[config.mk]
export PLATFORM = sky130hd
export DESIGN_NAME = perf_counter_bank
export DESIGN_NICKNAME = d
export VERILOG_FILES = /design/src/rtl/perf_pkg.sv /design/src/rtl/perf_counter_slice.sv /design/src/rtl/perf_counter_bank.sv
export SDC_FILE = /design/constraint.sdc
export NUM_CORES = 2
export LEC_CHECK = 0
export ABC_CLOCK_PERIOD_IN_PS = 6400
export BUFFER_PORTS_ARGS = -buffer_cell sky130_fd_sc_hd__buf_4
export CAP_MARGIN = 10
export CORE_UTILIZATION = 58
export CTS_CLUSTER_SIZE = 24
export DETAILED_ROUTE_END_ITERATION = 16
export PLACE_DENSITY = 0.84
export SLEW_MARGIN = 5
export SYNTH_ARGS = -nofsm -noshare
export SYNTH_HDL_FRONTEND = slang
export SYNTH_SLANG_ARGS = --single-unit
[constraint.sdc]
create_clock -name clk -period 6.4 [get_ports clk]
set_input_delay 0.96 -clock clk [delete_from_list [all_inputs] [get_ports clk]]
set_output_delay 0.96 -clock clk [all_outputs]
set_load 0.01 [all_outputs]
[src/rtl/perf_pkg.sv]
// Shared types and constants for the performance counter bank: counting modes,
// the event index map used by the cpu/mem_hierarchy strobes, and index sizing.
package perf_pkg;

    typedef enum logic {
        CNT_LEVEL = 1'b0,
        CNT_EDGE  = 1'b1
    } cnt_mode_e;

    localparam int EV_COMMIT   = 0;
    localparam int EV_BR       = 1;
    localparam int EV_BR_OK    = 2;
    localparam int EV_JMP      = 3;
    localparam int EV_IHIT     = 4;
    localparam int EV_IMISS    = 5;
    localparam int EV_DHIT     = 6;
    localparam int EV_DMISS    = 7;
    localparam int EV_L2HIT    = 8;
    localparam int EV_L2MISS   = 9;
    localparam int EV_STALL_I  = 10;
    localparam int EV_STALL_D  = 11;
    localparam int EV_STALL_BR = 12;
    localparam int EV_STALL_LU = 13;
    localparam int EV_PF_REQ   = 14;
    localparam int EV_PF_EX    = 15;
    localparam int NUM_EV      = 16;

    // Index width for n counters; a single counter still gets a 1-bit index.
    function automatic int idx_width(input int n);
        return (n > 1) ? $clog2(n) : 1;
    endfunction

endpackage

[src/rtl/perf_counter_slice.sv]
// One performance counter: level/edge event qualification, wrap or saturate on
// overflow, sticky overflow flag, per-counter mode bit and snapshot shadow.
module perf_counter_slice
    import perf_pkg::*;
#(
    parameter int CNT_W    = 32,
    parameter int INC_W    = 2,
    parameter int SATURATE = 0
) (
    input  logic             clk,
    input  logic             rst,
    input  logic             en,
    input  logic             clear,
    input  logic             snap,
    input  logic [INC_W-1:0] inc,
    input  logic             cfg_we,
    input  logic             cfg_edge,
    output logic [CNT_W-1:0] cnt,
    output logic [CNT_W-1:0] shadow,
    output logic             ovf
);

    localparam int SUM_W = CNT_W + 1;

    cnt_mode_e        mode;
    logic             prev;
    logic             inc_nz;
    logic             rise;
    logic [SUM_W-1:0] step;
    logic [SUM_W-1:0] sum;
    logic             carry;
    logic [CNT_W-1:0] cnt_nxt;

    assign inc_nz = |inc;
    assign rise   = inc_nz & ~prev;

    // NOTE: every signal gets a default at the top of always_comb so no path leaves it unassigned (no latch).
    always_comb begin
        step = '0;
        if (en) begin
            step = (mode == CNT_EDGE) ? SUM_W'(rise) : SUM_W'(inc);
        end
        sum     = SUM_W'(cnt) + step;
        carry   = sum[CNT_W];
        cnt_nxt = sum[CNT_W-1:0];
        // The carry also fires for all-ones plus any non-zero step, so it covers that case too.
        if (carry && (SATURATE != 0)) begin
            cnt_nxt = '1;
        end
    end

    // NOTE: sequential state uses non-blocking assignments so all flops see pre-edge values.
    always_ff @(posedge clk or negedge rst) begin
        if (!rst) begin
            cnt    <= '0;
            // NOTE: the shadow is a plain register bank, not a RAM, so it resets with everything else.
            shadow <= '0;
            ovf    <= 1'b0;
            mode   <= CNT_LEVEL;
            prev   <= 1'b0;
        end else begin
            prev <= inc_nz;
            if (cfg_we) begin
                mode <= cnt_mode_e'(cfg_edge);
            end
            if (snap) begin
                shadow <= cnt;
            end
            if (clear) begin
                cnt <= '0;
                ovf <= 1'b0;
            end else begin
                cnt <= cnt_nxt;
                if (carry) begin
                    ovf <= 1'b1;
                end
            end
        end
    end

endmodule

[src/rtl/perf_counter_bank.sv]
// Bank of NUM_CNT event counters for cpu/cache statistics, with mode config
// decode and a registered one-cycle read port over live or shadow values.
module perf_counter_bank
    import perf_pkg::*;
#(
    parameter int NUM_CNT  = 16,
    parameter int CNT_W    = 32,
    parameter int INC_W    = 2,
    parameter int SATURATE = 0,
    parameter int IDX_W    = idx_width(NUM_CNT)
) (
    input  logic                     clk,
    input  logic                     rst,
    input  logic                     en,
    input  logic                     clear,
    input  logic                     snap,
    input  logic [NUM_CNT*INC_W-1:0] evt_inc,
    input  logic                     cfg_we,
    input  logic [IDX_W-1:0]         cfg_idx,
    input  logic                     cfg_edge,
    input  logic                     rd_req,
    input  logic [IDX_W-1:0]         rd_idx,
    input  logic                     rd_shadow,
    output logic                     rd_valid,
    output logic [CNT_W-1:0]         rd_data,
    output logic                     rd_err,
    output logic [NUM_CNT-1:0]       ovf
);

    logic [CNT_W-1:0] cnt    [NUM_CNT];
    logic [CNT_W-1:0] shadow [NUM_CNT];
    logic             rd_ok;
    logic [CNT_W-1:0] rd_mux;

    for (genvar gi = 0; gi < NUM_CNT; gi++) begin : g_slice
        // An out-of-range cfg_idx matches no slice, so the write is dropped.
        perf_counter_slice #(
            .CNT_W    (CNT_W),
            .INC_W    (INC_W),
            .SATURATE (SATURATE)
        ) u_slice (
            .clk      (clk),
            .rst      (rst),
            .en       (en),
            .clear    (clear),
            .snap     (snap),
            .inc      (evt_inc[gi*INC_W +: INC_W]),
            .cfg_we   (cfg_we && (cfg_idx == IDX_W'(gi))),
            .cfg_edge (cfg_edge),
            .cnt      (cnt[gi]),
            .shadow   (shadow[gi]),
            .ovf      (ovf[gi])
        );
    end

    // Reads see the registered counters, i.e. the value before this cycle's update.
    always_comb begin
        rd_ok  = (int'(rd_idx) < NUM_CNT);
        rd_mux = '0;
        for (int i = 0; i < NUM_CNT; i++) begin
            if (rd_idx == IDX_W'(i)) begin
                rd_mux = rd_shadow ? shadow[i] : cnt[i];
            end
        end
    end

    always_ff @(posedge clk or negedge rst) begin
        if (!rst) begin
            rd_valid <= 1'b0;
            rd_data  <= '0;
            rd_err   <= 1'b0;
        end else begin
            rd_valid <= rd_req;
            if (rd_req) begin
                rd_data <= rd_mux;
                rd_err  <= ~rd_ok;
            end else begin
                rd_err  <= 1'b0;
            end
        end
    end

endmodule

======== After elaboration in Yosys (flattened, before gate mapping) ========
Index checks and enable logic that the tools add are counted.
word-level totals
  register bits ........................... 1,105
  bits of input ports ..................... 49
operators by class
  add/sub/neg operators ................... 16
  equal/unequal tests ..................... 30
  muxes and demuxes ....................... 112
  bitwise gates (word level) .............. 32
  reduce and logical (&&, ||, !) cells .... 50
operators by type and width
  kind                                                             count
  32-bit two-way mux                                               48
  32-bit by 33-bit adder with 33-bit output                        16
  4-bit == test, second input constant                             16
  2-bit two-way mux                                                32
  4-bit by 3-bit == test with 1-bit output, second input constant  8
  1-bit two-way mux                                                32
  2-bit nonzero test                                               16
  2-bit OR reduction                                               16
  1-bit bitwise AND                                                16
  4-bit by 2-bit == test with 1-bit output, second input constant  4
  1-bit logical AND                                                16
  1-bit NOT                                                        16
  4-bit by 1-bit == test with 1-bit output, second input constant  2
  4-bit logical NOT                                                2

======== Logic depth before layout (Yosys ltp) ========
  word-level depth ........................ 17
  depth in mapped cells ................... 11

======== Hierarchy ========
From an unflattened synthesis, not the netlist that was laid out.
second synthesis, totals
  cell total of the unflattened synthesis .. 5,554
  area, all modules ....................... 59,852.4 µm²
modules (own cells, without submodules)
  module                                       times used  cells each  area each (µm²)
  perf_counter_slice (g_slice[0].u_slice ...)  13          267         3,065.4
  perf_counter_bank                            1           1,297       10,925.5
  perf_counter_slice (g_slice[7].u_slice ...)  3           262         3,025.4

======== Least setup slack after synthesis ========
No wires, ideal clock.
  path kind ............................... input to register
  start point ............................. input port en
  end point ............................... register g_slice[6].u_slice.cnt[26]
  setup time .............................. 0.125 ns
  arrival time ............................ 3.270 ns
  required time ........................... 6.275 ns
  setup slack ............................. 3.006 ns
  stages .................................. 11
  path through ............................ clkbuf_1 > nand2_1 > nor2_1 > ha_1 > fa_1 > and3_1 > clkbuf_1 > nand4_1 > nor3_1 > nand4_1 > mux2_2
on the way
  cells in the longest elaborated chain, start to end .. 3
RTL lines
  element                                    RTL line                  RTL
  start, declared                            perf_counter_bank.sv:14   input logic en,
  2-bit two-way mux                          perf_counter_slice.sv:40  if (en) begin
  32-bit by 33-bit adder with 33-bit output  perf_counter_slice.sv:43  sum = SUM_W'(cnt) + step;
  32-bit two-way mux                         perf_counter_slice.sv:69  if (clear) begin
  end signal, assigned                       perf_counter_slice.sv:73  cnt <= cnt_nxt;
  end, declared                              perf_counter_slice.sv:18  output logic [CNT_W-1:0] cnt,
Every way passes these cells.
A chain may end at the register's enable or synchronous reset.

======== Final worst setup path ========
  start point ............................. input port rd_idx[1]
  end point ............................... register rd_data[4]
on the way
  cells in the longest elaborated chain, start to end .. 17
RTL lines
  element                           RTL line                 RTL
  start, declared                   perf_counter_bank.sv:22  input logic [IDX_W-1:0] rd_idx,
  4-bit logical NOT                 perf_counter_bank.sv:61  if (rd_idx == IDX_W'(i)) begin
  32-bit two-way mux (15 in a row)  perf_counter_bank.sv:61
  32-bit two-way mux (*)            perf_counter_bank.sv:61
  end signal, assigned              perf_counter_bank.sv:75  rd_data <= rd_mux;
  end, declared                     perf_counter_bank.sv:25  output logic [CNT_W-1:0] rd_data,
Every way passes the cells marked *; elsewhere a longest branch is shown, timed or not.

==> results.md <==
- Outcome: completed
- Die area: 101000 um^2
- Metal1 wirelength: 64210 um
- Latest clock arrival within the worst-skew pair: 0.71 ns
- Post-synthesis sequential area ratio: 47.79%
- Drt drc: 0
- Worst-path fanout max: 58
- Syn nets: 5440
- Arr. time, crit path: 4.37 ns
- WL per Instance: 25.43 um
- Port buffer count: 97
- Max-slew violations: 0
- Mapped Cells: 5343
- XOR/XNOR Fraction of Synth Area: 5.600%
- GRT Total Usage: 33.16%
- Die Wd: 317.9 um
- Post-Synth Adder-Cell Area: 1.246%
- Post-synthesis compound-gate area fraction: 7.860%
- Post_cts resized: 0
- Clk_skew: 0.02822 ns
- # clock sinks: 1105
- Met2 wire length: 77540 um
- Worst VDD drop: 0.0002421 V
- I/O pin count: 99
- Power Total: 15.21 mW
- Worst hold path type: primary input to asynchronous set/reset pin
- Most common cell after layout, fill and taps aside: dfrtp_1
- Clock root cell: clkbuf_16
- DR top layer: met5
- Fillcell total: 7302
- Critical path class: primary input to flop
- Routed WL: 168200 um
- Slew margin rel.: 21.36%
- Final setup fails: 0
- Core footprint: 98560 um^2
- Worst-Margin Slew: 1.177 ns
- Synth Area in Simple Gates: 14.55%
- Worst Setup Start Kind: primary input
- Utilization after layout: 64.07%
- Setup TNS: 0 ns
- Netlist Area Pre-Place: 57860 um^2
- Post CTS Setup Buffer Count: 0
- Pleak: 28.34 nW
- Placed Cells: 6406
- Dominant synthesized flop cell: dfrtp_1
- Power Dens Cells: 240.8 nW/um^2
- Most frequent cells in the layout: dfrtp_1, mux2_2, nor2_1
- Post-synth EDFFs: 0
- Fraction of registers with async set/reset: 100.0%
- Die height: 317.9 um
- Post-DP HPWL: 118000 um
- Worst R2R Path Depth: 10
- Router iterations before antenna repair: 6
- Max-cap violations: 0
- RSZ-0062 raised after global routing: false
- Max Root-Sink Buffers: 3
- Max H-tree Level: 3
- Synth Warn #: 0
- Metal3 WL: 13360 um
- Max frequency: 261.7 MHz
- Standard-cell rows: 115
- Mux cell area share after synthesis: 19.74%
- Vias in the first global route: 42240
- Area Growth Syn to Fin: 9.136%
- Fin crit period: 3.821 ns
- Via density: 6.568
- CTS tree: done
- #FFs+latches synth: 1105
- Routed vias: 43460
- Worst Path Required: 6.95 ns
- GRT overflow: 0
- Non-filler instance count after layout: 6617
- Largest net degree at the start of global routing: 170
- CP endpoint kind: flop
- Count of final hold-check violations: 0
- Routability Congestion: 1.030
- Clock slew at reported path FFs: 0.06 ns
- Largest family of logic cells by synthesized area: multiplexers
- Antenna violations before repair: 8
- Number of CTS-inserted buffers: 112
- Routed Antenna Nets: 0
- Initial Util: 58.71%
- Share of cells above drive strength 1: 20.09%
- First-pass GRT wire length: 258100 um
- Final Cycle Share: 59.71%
- Netlist cell types: 79
- Hold_buf cts: 0
- Avg Inst Size Synth: 10.83 um^2
- Initial DRC Count: 4930
- Nets: 5331
state kept, by name (all words and copies together), names as in the netlist:
name                    flops
g_slice.u_slice.cnt       512
g_slice.u_slice.mode       16
g_slice.u_slice.ovf        16
g_slice.u_slice.prev       16
g_slice.u_slice.shadow    512
rd_data                    32
rd_valid                    1
cell usage after synthesis, drive strengths merged, types with 46 or more instances:
library cell	count	area [um^2]
buf	103	563.0
nand3	180	900.9
nor2b	62	387.9
nand2	233	874.6
and4	57	499.2
inv	65	244.0
clkbuf	279	1049
dfrtp	1105	27650
mux2i	368	3684
a21oi	195	975.9
nor4	74	484.2
o22ai	110	688.2
nor3	73	370.4
xor2	186	1629
nor2	507	1903
mux2	629	7083
or3	73	465.4
o21ai	189	945.9
or4	46	345.3
xnor2	184	1612
nand4	124	790.8
worst max-delay path, cell delays in order:
cell      delay, ns
buf_4          0.68
or4_1          0.69
o22ai_1        0.34
or4_1          0.61
a211oi_1       0.77
o21ai_0        0.25
report_power, final:
part / switching [mW] / internal [mW] / leakage (nW)
clock: 2.86 / 3.92 / 1.87
sequential: 0.183 / 7.11 / 15.3
combinational: 0.724 / 0.409 / 11.2
total: 3.77 / 11.4 / 28.3
path summary, 6_finish.rpt:
path	slack, ns	end	from
setup / recovery	2.58	rd_data[4]	rd_idx[1]
min in group clk	0.45	g_slice[13].u_slice.prev	evt_inc[26]
hold / removal	0.32	g_slice[11].u_slice.cnt[10]	rst
hold reg to reg	0.50	g_slice[14].u_slice.shadow[15]	g_slice[14].u_slice.shadow[15]
max in group asynchronous	4.53	g_slice[5].u_slice.shadow[20]	rst
setup reg to reg	3.10	g_slice[6].u_slice.cnt[26]	g_slice[6].u_slice.mode
per-layer routing:
layer	up-vias	GRT usage, %
met4	8	21.89
met1	21950	42.58
li1	19090	-
met5	-	0
met2	1894	51.36
met3	519	6.490
metrics by stage:
| step | setup slack, ns | instance area (um^2) | hold slack (ns) |
|---|---|---|---|
| global route | 2.589 | 63140 | 0.3878 |
| floorplan | 3.006 | 57860 | 0.4637 |
| global placement | 2.166 | 59300 | 0.4818 |
| finish | 2.579 | 63150 | 0.3245 |
| CTS | 2.866 | 63120 | 0.3685 |
| detailed placement | 2.115 | 59310 | 0.4905 |
cells by family after synthesis:
logic type | after synthesis
flops | 1105
simple gates | 1619
compound gates | 727
other cells | 1
mux | 1026
buf+inv | 447
fa+ha+maj | 48
xor+xnor | 370
final cells by class:
cell class	count	area [um^2]	area share, %
Antenna cell	3	7.507	0.01189
Clock buffer	164	3319	5.256
Clock inverter	43	489.2	0.7747
Inverter	65	244.0	0.3864
Multi-Input combinational cell	3791	28370	44.93
Sequential cell	1105	27650	43.79
Tap cell	1287	1610	2.550
Timing Repair Buffer	159	1456	2.306
Power figures use the tool's default switching activity.
